--- src/rtl/rams_pkg.sv ---
// rams_pkg: shared read-during-write constants and sweep state type
package rams_pkg;
  localparam int RDW_READ_FIRST = 0;
  localparam int RDW_WRITE_FIRST = 1;
  localparam int RDW_NO_CHANGE = 2;
  typedef enum logic {IDLE, CLEAR} sweep_state_t;
endpackage

--- src/rtl/bram_sweep_ctrl.sv ---
// bram_sweep_ctrl: clear-sweep FSM, address counter and memory write-port mux
module bram_sweep_ctrl
  import rams_pkg::*;
#(
  parameter int DW = 16,
  parameter int AW = 7,
  parameter logic [DW-1:0] CLR_VAL = '0,
  parameter int CLR_ON_RST = 1
) (
  input  logic            clk,
  input  logic            rst,
  input  logic            en_i,
  input  logic            clr_i,
  input  logic [DW/8-1:0] we_i,
  input  logic [AW-1:0]   addr_i,
  input  logic [DW-1:0]   di_i,
  output logic            busy_o,
  output logic            acc_o,
  output logic [DW/8-1:0] mem_we_o,
  output logic [AW-1:0]   mem_addr_o,
  output logic [DW-1:0]   mem_di_o
);
  sweep_state_t state_q, state_d;
  logic [AW-1:0] cnt_q, cnt_d;
  logic start_q;
  // start_q remembers that the first clock after reset release must launch a sweep
  always_ff @(posedge clk or posedge rst)
    if (rst) begin
      state_q <= IDLE;
      cnt_q <= '0;
      start_q <= CLR_ON_RST != 0;
    end else begin
      state_q <= state_d;
      cnt_q <= cnt_d;
      start_q <= 1'b0;
    end
  // sweep ends after writing the last address; the counter wraps back to 0 by itself
  always_comb begin
    state_d = state_q == IDLE ? ((start_q || clr_i) ? CLEAR : IDLE) : (&cnt_q ? IDLE : CLEAR);
    cnt_d = state_q == CLEAR ? cnt_q + AW'(1) : cnt_q;
  end
  assign busy_o = state_q == CLEAR;
  assign acc_o = en_i & ~busy_o;
  assign mem_we_o = busy_o ? '1 : (acc_o ? we_i : '0);
  assign mem_addr_o = busy_o ? cnt_q : addr_i;
  assign mem_di_o = busy_o ? CLR_VAL : di_i;
endmodule

--- src/rtl/bram_sweep_clear.sv ---
// bram_sweep_clear: byte-lane block RAM with RDW modes, output stages and clear sweep
module bram_sweep_clear
  import rams_pkg::*;
#(
  parameter int DW = 16,
  parameter int AW = 7,
  parameter int RDW_MODE = 0,
  parameter int OUT_REG = 0,
  parameter logic [DW-1:0] RST_VAL = '0,
  parameter logic [DW-1:0] CLR_VAL = '0,
  parameter int CLR_ON_RST = 1
) (
  input  logic            clk,
  input  logic            rst,
  input  logic            en,
  input  logic [DW/8-1:0] we,
  input  logic            srst,
  input  logic [AW-1:0]   addr,
  input  logic [DW-1:0]   di,
  output logic [DW-1:0]   dout,
  output logic            rvalid,
  input  logic            clr,
  output logic            busy
);
  logic [DW-1:0] mem [2**AW];
  logic acc, acc_q, rv1_q, rv2_q;
  logic [DW/8-1:0] mem_we;
  logic [AW-1:0] mem_addr;
  logic [DW-1:0] mem_di, old_w, merged, s1_d, s1_q, s2_q;
  bram_sweep_ctrl #(.DW(DW), .AW(AW), .CLR_VAL(CLR_VAL), .CLR_ON_RST(CLR_ON_RST)) u_ctrl (
    .clk(clk),
    .rst(rst),
    .en_i(en),
    .clr_i(clr),
    .we_i(we),
    .addr_i(addr),
    .di_i(di),
    .busy_o(busy),
    .acc_o(acc),
    .mem_we_o(mem_we),
    .mem_addr_o(mem_addr),
    .mem_di_o(mem_di)
  );
  // byte-lane write port; deliberately no reset so the array stays a block RAM
  always_ff @(posedge clk)
    for (int i = 0; i < DW/8; i++)
      if (mem_we[i]) mem[mem_addr][8*i +: 8] <= mem_di[8*i +: 8];
  assign old_w = mem[addr];
  // word as it will look after this write: new bytes on enabled lanes, old bytes elsewhere
  always_comb begin
    merged = old_w;
    for (int i = 0; i < DW/8; i++)
      if (we[i]) merged[8*i +: 8] = di[8*i +: 8];
  end
  assign s1_d = !acc ? s1_q
              : srst ? RST_VAL
              : (RDW_MODE == RDW_NO_CHANGE && |we) ? s1_q
              : RDW_MODE == RDW_WRITE_FIRST ? merged : old_w;
  // output stages and the read-valid pipeline that travels alongside them
  always_ff @(posedge clk or posedge rst)
    if (rst) begin
      s1_q <= RST_VAL;
      s2_q <= RST_VAL;
      acc_q <= 1'b0;
      rv1_q <= 1'b0;
      rv2_q <= 1'b0;
    end else begin
      s1_q <= s1_d;
      s2_q <= acc_q ? s1_q : s2_q;
      acc_q <= acc;
      rv1_q <= acc & (~|we | srst);
      rv2_q <= rv1_q;
    end
  assign dout = OUT_REG != 0 ? s2_q : s1_q;
  assign rvalid = OUT_REG != 0 ? rv2_q : rv1_q;
endmodule

--- config.mk ---
export PLATFORM = sky130hd
export DESIGN_NAME = bram_sweep_clear
export DESIGN_NICKNAME = d
export VERILOG_FILES = /design/src/rtl/rams_pkg.sv /design/src/rtl/bram_sweep_ctrl.sv /design/src/rtl/bram_sweep_clear.sv
export SDC_FILE = /design/constraint.sdc
export NUM_CORES = 2
export LEC_CHECK = 0
export CAP_MARGIN = 15
export CORE_MARGIN = 2
export CORE_UTILIZATION = 40
export DETAILED_ROUTE_END_ITERATION = 6
export PLACE_DENSITY = 0.55
export REMOVE_ABC_BUFFERS = 1
export SLEW_MARGIN = 25
export SYNTH_ARGS = -nofsm -noshare
export SYNTH_HDL_FRONTEND = slang
export SYNTH_SLANG_ARGS = --single-unit
--- constraint.sdc ---
create_clock -name clk -period 10.1 [get_ports clk]
set_input_delay 2.525 -clock clk [delete_from_list [all_inputs] [get_ports clk]]
set_output_delay 2.525 -clock clk [all_outputs]
set_load 0.005 [all_outputs]
### Word-level counts from Yosys, hierarchy flattened

Memories as Yosys holds them, arrays and structs flattened.
Cells that the tools add are included.

| storage, ports and cells | value |
|---|---|
| bits in writable memories | 2,048 |
| input port bits | 30 |
| memories | 1 |
| bits in registers | 26 |

| cells by class | value |
|---|---|
| bitwise gates (word level) | 4 |
| reductions and logical operators | 4 |
| mux-type cells | 12 |
| $add $sub $neg | 1 |

Memory list:

| memory | words | width | read ports | clocked after Yosys merged registers in | write ports | RTL line | source |
|---|---|---|---|---|---|---|---|
| mem | 128 | 16 | 1 | 0 | 1 | bram_sweep_clear.sv:25 | `logic [DW-1:0] mem [2**AW];` |

Operators with widths:

| operator | number |
|---|---|
| 16-bit two-way mux | 2 |
| 7-bit by 1-bit adder with 7-bit output, second input constant | 1 |
| 1-bit two-way mux | 7 |
| 7-bit two-way mux | 1 |
| 7-bit AND reduction | 1 |
| 2-bit two-way mux | 2 |
| 1-bit bitwise AND | 2 |
| 2-bit OR reduction | 1 |
| 1-bit zero test | 1 |
| 1-bit logical OR | 1 |
| 1-bit NOT | 1 |
| 1-bit bitwise OR | 1 |

### Depth between registers and ports, before layout

| depth | value |
|---|---|
| depth in word-level cells | 6 |
| gate-level depth with buffers | 11 |
| depth with buffers taken out | 5 |

### Hierarchy

A second synthesis with hierarchy kept.

| second synthesis, totals | value |
|---|---|
| cells, all modules | 3,743 |
| area, all modules | 79,927.9 um2 |

By module, submodules not included:

| module | times used | cells each | seq. area each (um2) | area an instance (um2) |
|---|---|---|---|---|
| bram_sweep_clear | 1 | 3,686 | 61,924.4 | 79,359.9 |
| bram_sweep_ctrl | 1 | 57 | 226.5 | 568.0 |

### Worst setup path after synthesis

OpenSTA, ideal clock, no wires.

| path | value |
|---|---|
| kind | input-to-reg |
| from | in di[0] |
| to | mem mem[0][0] (data pin) |
| data arrival time | 5.638 ns |
| data required time | 9.275 ns |
| slack | 3.637 ns |
| stages | 1 |
| library setup time | 0.825 ns |
| cell sequence | nor2b_1 |

| on the way | value |
|---|---|
| word-level cells in the longest chain between the ends | 1 |

Ends and longest elaborated chain:

| item | RTL line | source |
|---|---|---|
| start: declaration | bram_sweep_clear.sv:19 | `input logic [DW-1:0] di,` |
| 16-bit two-way mux | bram_sweep_ctrl.sv:46 | `assign mem_di_o = busy_o ? CLR_VAL : di_i;` |
| end: declaration | bram_sweep_clear.sv:25 |  |

No other way between the ends.

### Worst setup path in the final report

| path | value |
|---|---|
| from | in addr[3] |
| to | mem mem[63][9] (enable) |

| on the way | value |
|---|---|
| word-level cells in the longest chain between the ends | 1 |

Ends and longest elaborated chain:

| item | RTL line | source |
|---|---|---|
| start: declaration | bram_sweep_clear.sv:18 | `input logic [AW-1:0] addr,` |
| 7-bit two-way mux | bram_sweep_ctrl.sv:45 | `assign mem_addr_o = busy_o ? cnt_q : addr_i;` |

No other way between the ends.

==> summary.md <==
| Metric | Value |
|---|---|
| Slew Viols, Final | `0` |
| Area Growth Syn to Fin | `12.66%` |
| Synth Warn # | `0` |
| Setup TNS | `0 ns` |
| Chip height | `452.7 µm` |
| Met3 Use GR | `3.383%` |
| Post-CTS setup repair buffer count | `0` |
| Fraction of layout cells with a size suffix above 1 | `24.20%` |
| Final min period | `6.353 ns` |
| DR vias/cell | `5.625` |
| GP Congestion | `0.8229` |
| Hold buffers post-CTS | `0` |
| Fmax | `0.1574 GHz` |
| Worst Path Required | `10.55 ns` |
| Tcrit/Tclk final | `62.91%` |
| TritonCTS clock tree | `yes` |
| HPWL Detailed | `119400 µm` |
| Crit path capture type | `register` |
| Post-synthesis cell type count | `45` |
| Hold Vio Cnt, Final | `0` |
| Resized Gates After CTS | `0` |
| Worst-Skew Late Latency | `0.86 ns` |
| Die area | `204900 µm²` |
| Met1 track demand over resource | `26.69%` |
| Initial Utilization | `40.29%` |
| Critical path arrival | `6.81 ns` |
| Ant diodes | `0` |
| Largest net degree at the start of global routing | `104` |
| Total gr overflow | `0` |
| Worst Tran Pin Value | `1.058 ns` |
| Crit path launch type | `input pin` |
| Finished Layout Cells | `6771` |
| Worst Path Class, Setup | `in -> reg` |
| Antenna Violating Nets Remaining | `0` |
| Initial antenna violation count | `5` |
| DR WL/cell | `29.26 µm` |
| Post-synth EDFFs | `2048` |
| Clock tree sinks | `2074` |
| Top_reg_cell synth | `edfxtp_1` |
| Gr usage total | `19.32%` |
| Flop2flop setup slack | `5.95 ns` |
| Clock Pin Slew Worst Setup and Hold Paths | `0.06 ns` |
| Max IR drop VDD | `0.1500 mV` |
| DR DRC count | `0` |
| Status | `complete, no violations` |
| Setup Skew | `0.03332 ns` |
| Final setup vio count | `0` |
| PwrDens | `208.7 nW/µm²` |
| Tightest Hold Check Type | `reg -> reg` |
| Crit-path max FO | `30` |
| Fraction of registers with async set/reset | `1.254%` |
| IO Pins | `48` |
| GR Util met2 | `31.98%` |
| Core Region | `199900 µm²` |
| Core Rows | `164` |
| Routed vias | `38.09k` |
| Port bufs | `47` |
| First-pass DRT Iterations | `6` |
| Detailed Route Iter0 Violations | `4075` |
| Max-cap violations | `0` |
| H-tree depth | `4` |
| Die W | `452.7 µm` |
| Slew HR | `29.21%` |
| CTS Buffer Depth | `3` |
| Post-Syn Area per Cell | `21.00 µm²` |
| CTS Buf Count | `205` |
| Synth Cell Area | `80530 µm²` |
| Vias in the first global route | `39.14k` |
| Final #Nets | `3967` |
| First-pass GRT wire length | `284300 µm` |
| Inst Count DP | `6385` |
| Register area share after synthesis | `77.17%` |
| Leak pwr | `28.46 nW` |
| Total wire length | `198100 µm` |
| Grt peak-use layer | `met2` |
| Cells after Synth | `3835` |
| #FFs+latches synth | `2074` |
| RSZ-0062 raised after global routing | `no` |
| Root Driver | `clkbuf_16` |
## cell usage after synthesis (3+ instances only)
cell          n  share of area [%]
a211oi_1     32               0.30
a21oi_1      33               0.21
a221oi_1     32               0.35
a22oi_1      64               0.60
buf_1        21              0.098
buf_2        77               0.48
buf_4        31               0.29
buf_6         8               0.11
clkbuf_1     96               0.45
dfrtp_1      25               0.78
edfxtp_1   2048                 76
inv_1         7              0.033
mux2_2      113                1.6
mux2i_1      96                1.2
mux4_2      464                 13
nand2_1     158               0.74
nand2b_1     22               0.17
nand3_1      36               0.22
nor2_1      281                1.3
nor2b_1      38               0.30
nor3_1        3              0.019
o2111ai_1    16               0.17
o21ai_0      35               0.22
o22a_1       16               0.17
o22ai_1      19               0.15
o311ai_1     16               0.17
o32ai_1       4              0.043
o41a_1       16               0.22
xnor2_1       4              0.043
## stage by stage
step                util (%)  hold WS (ns)  total power [mW]  setup WS (ns)  area [µm²]
finish                 45.40        0.5155             18.93          3.747       90730
global route           45.40        0.5437             19.51          3.483       90730
CTS                    45.39        0.5165             19.09          3.692       90720
detailed placement     42.04        0.5003             11.52          2.783       84010
global placement       42.02        0.4982             11.50          2.943       83980
floorplan                  -        0.4679             10.65          3.637       79390
## path summary, 6_finish.rpt
kind,from,end,depth (start not counted)
hold / removal,u_ctrl.cnt_q[5]$_DFFE_PP0P_,u_ctrl.cnt_q[5]$_DFFE_PP0P_,1
max in group asynchronous,rst,u_ctrl.start_q$_DFF_PP1_,3
hold reg to reg,u_ctrl.cnt_q[5]$_DFFE_PP0P_,u_ctrl.cnt_q[5]$_DFFE_PP0P_,1
setup / recovery,addr[3],mem[63][9]$_DFFE_PP_,5
setup reg to reg,u_ctrl.busy_o$_DFF_PP0_,mem[43][3]$_DFFE_PP_,5
min in group asynchronous,rst,dout[10]$_DFFE_PP0N_,3
## flip-flops by register name (all words and copies together), names as in the netlist
name,flops
dout,16
mem,2048
rvalid,1
u_ctrl.busy_o,1
u_ctrl.cnt_q,7
u_ctrl.start_q,1
## logic make-up after synthesis
logic type	count (synthesis)	synth area share (%)
buffers and inverters	241	1.462
and+or+nand+nor	550	2.862
DFF	2074	77.17
AOI/OAI and AO/OA	289	2.668
adders and majority gates	1	0.01553
other	1	0.004656
xor gates and xnor gates	6	0.06525
muxes	673	15.75
## worst max-delay path: stages
cell and delay, ns:
buf_2 0.68, nand2_1 0.80, o21ai_0 1.01, nand2_1 0.84, nor2_1 0.84
## layout by cell type (no fill, tap or decap), types with 5 or more instances in the layout
cell / count
a21oi_1: 33
bufinv_16: 23
dfrtp_1: 24
clkdlybuf4s50_1: 42
nand2_2: 10
o22a_1: 16
o311ai_1: 16
a22oi_1: 64
nor2b_1: 21
clkbuf_16: 208
o21ai_0: 35
clkinv_4: 5
nand2b_1: 22
buf_4: 76
nand3_1: 36
o41a_1: 16
a211oi_1: 32
edfxtp_1: 2048
mux2i_1: 96
clkinv_1: 42
inv_1: 7
nand2_1: 148
nor2b_4: 17
clkinv_2: 36
clkinvlp_4: 10
nor2_1: 278
inv_16: 5
o2111ai_1: 16
inv_6: 6
a221oi_1: 32
clkbuf_1: 50
mux4_2: 464
mux2_2: 113
o22ai_1: 19
## where the power goes
part           leakage [nW]  internal (mW)  switching [mW]
Combinational          5.88          0.436            1.12
Clock                  3.26           4.38            3.23
Sequential             19.3           9.68          0.0900
Total                  28.5           14.5            4.44
## final cells by class
cell class | instances | area [µm²]
Tap cell | 2656 | 3323
Sequential cell | 2074 | 62150
Clock inverter | 128 | 1316
Fill cell | 16807 | 109100
Inverter | 8 | 30.03
Timing Repair Buffer | 127 | 1136
Clock buffer | 258 | 5393
Multi-Input combinational cell | 1520 | 17380
## routing by layer
metal / part of all wire (%) / wire length [µm]
met5: 0.0050 / 10
met1: 42 / 83000
met2: 50 / 98550
met4: 2.0 / 3959
met3: 6.4 / 12590
No activity file was read; power rests on OpenSTA's default activity.
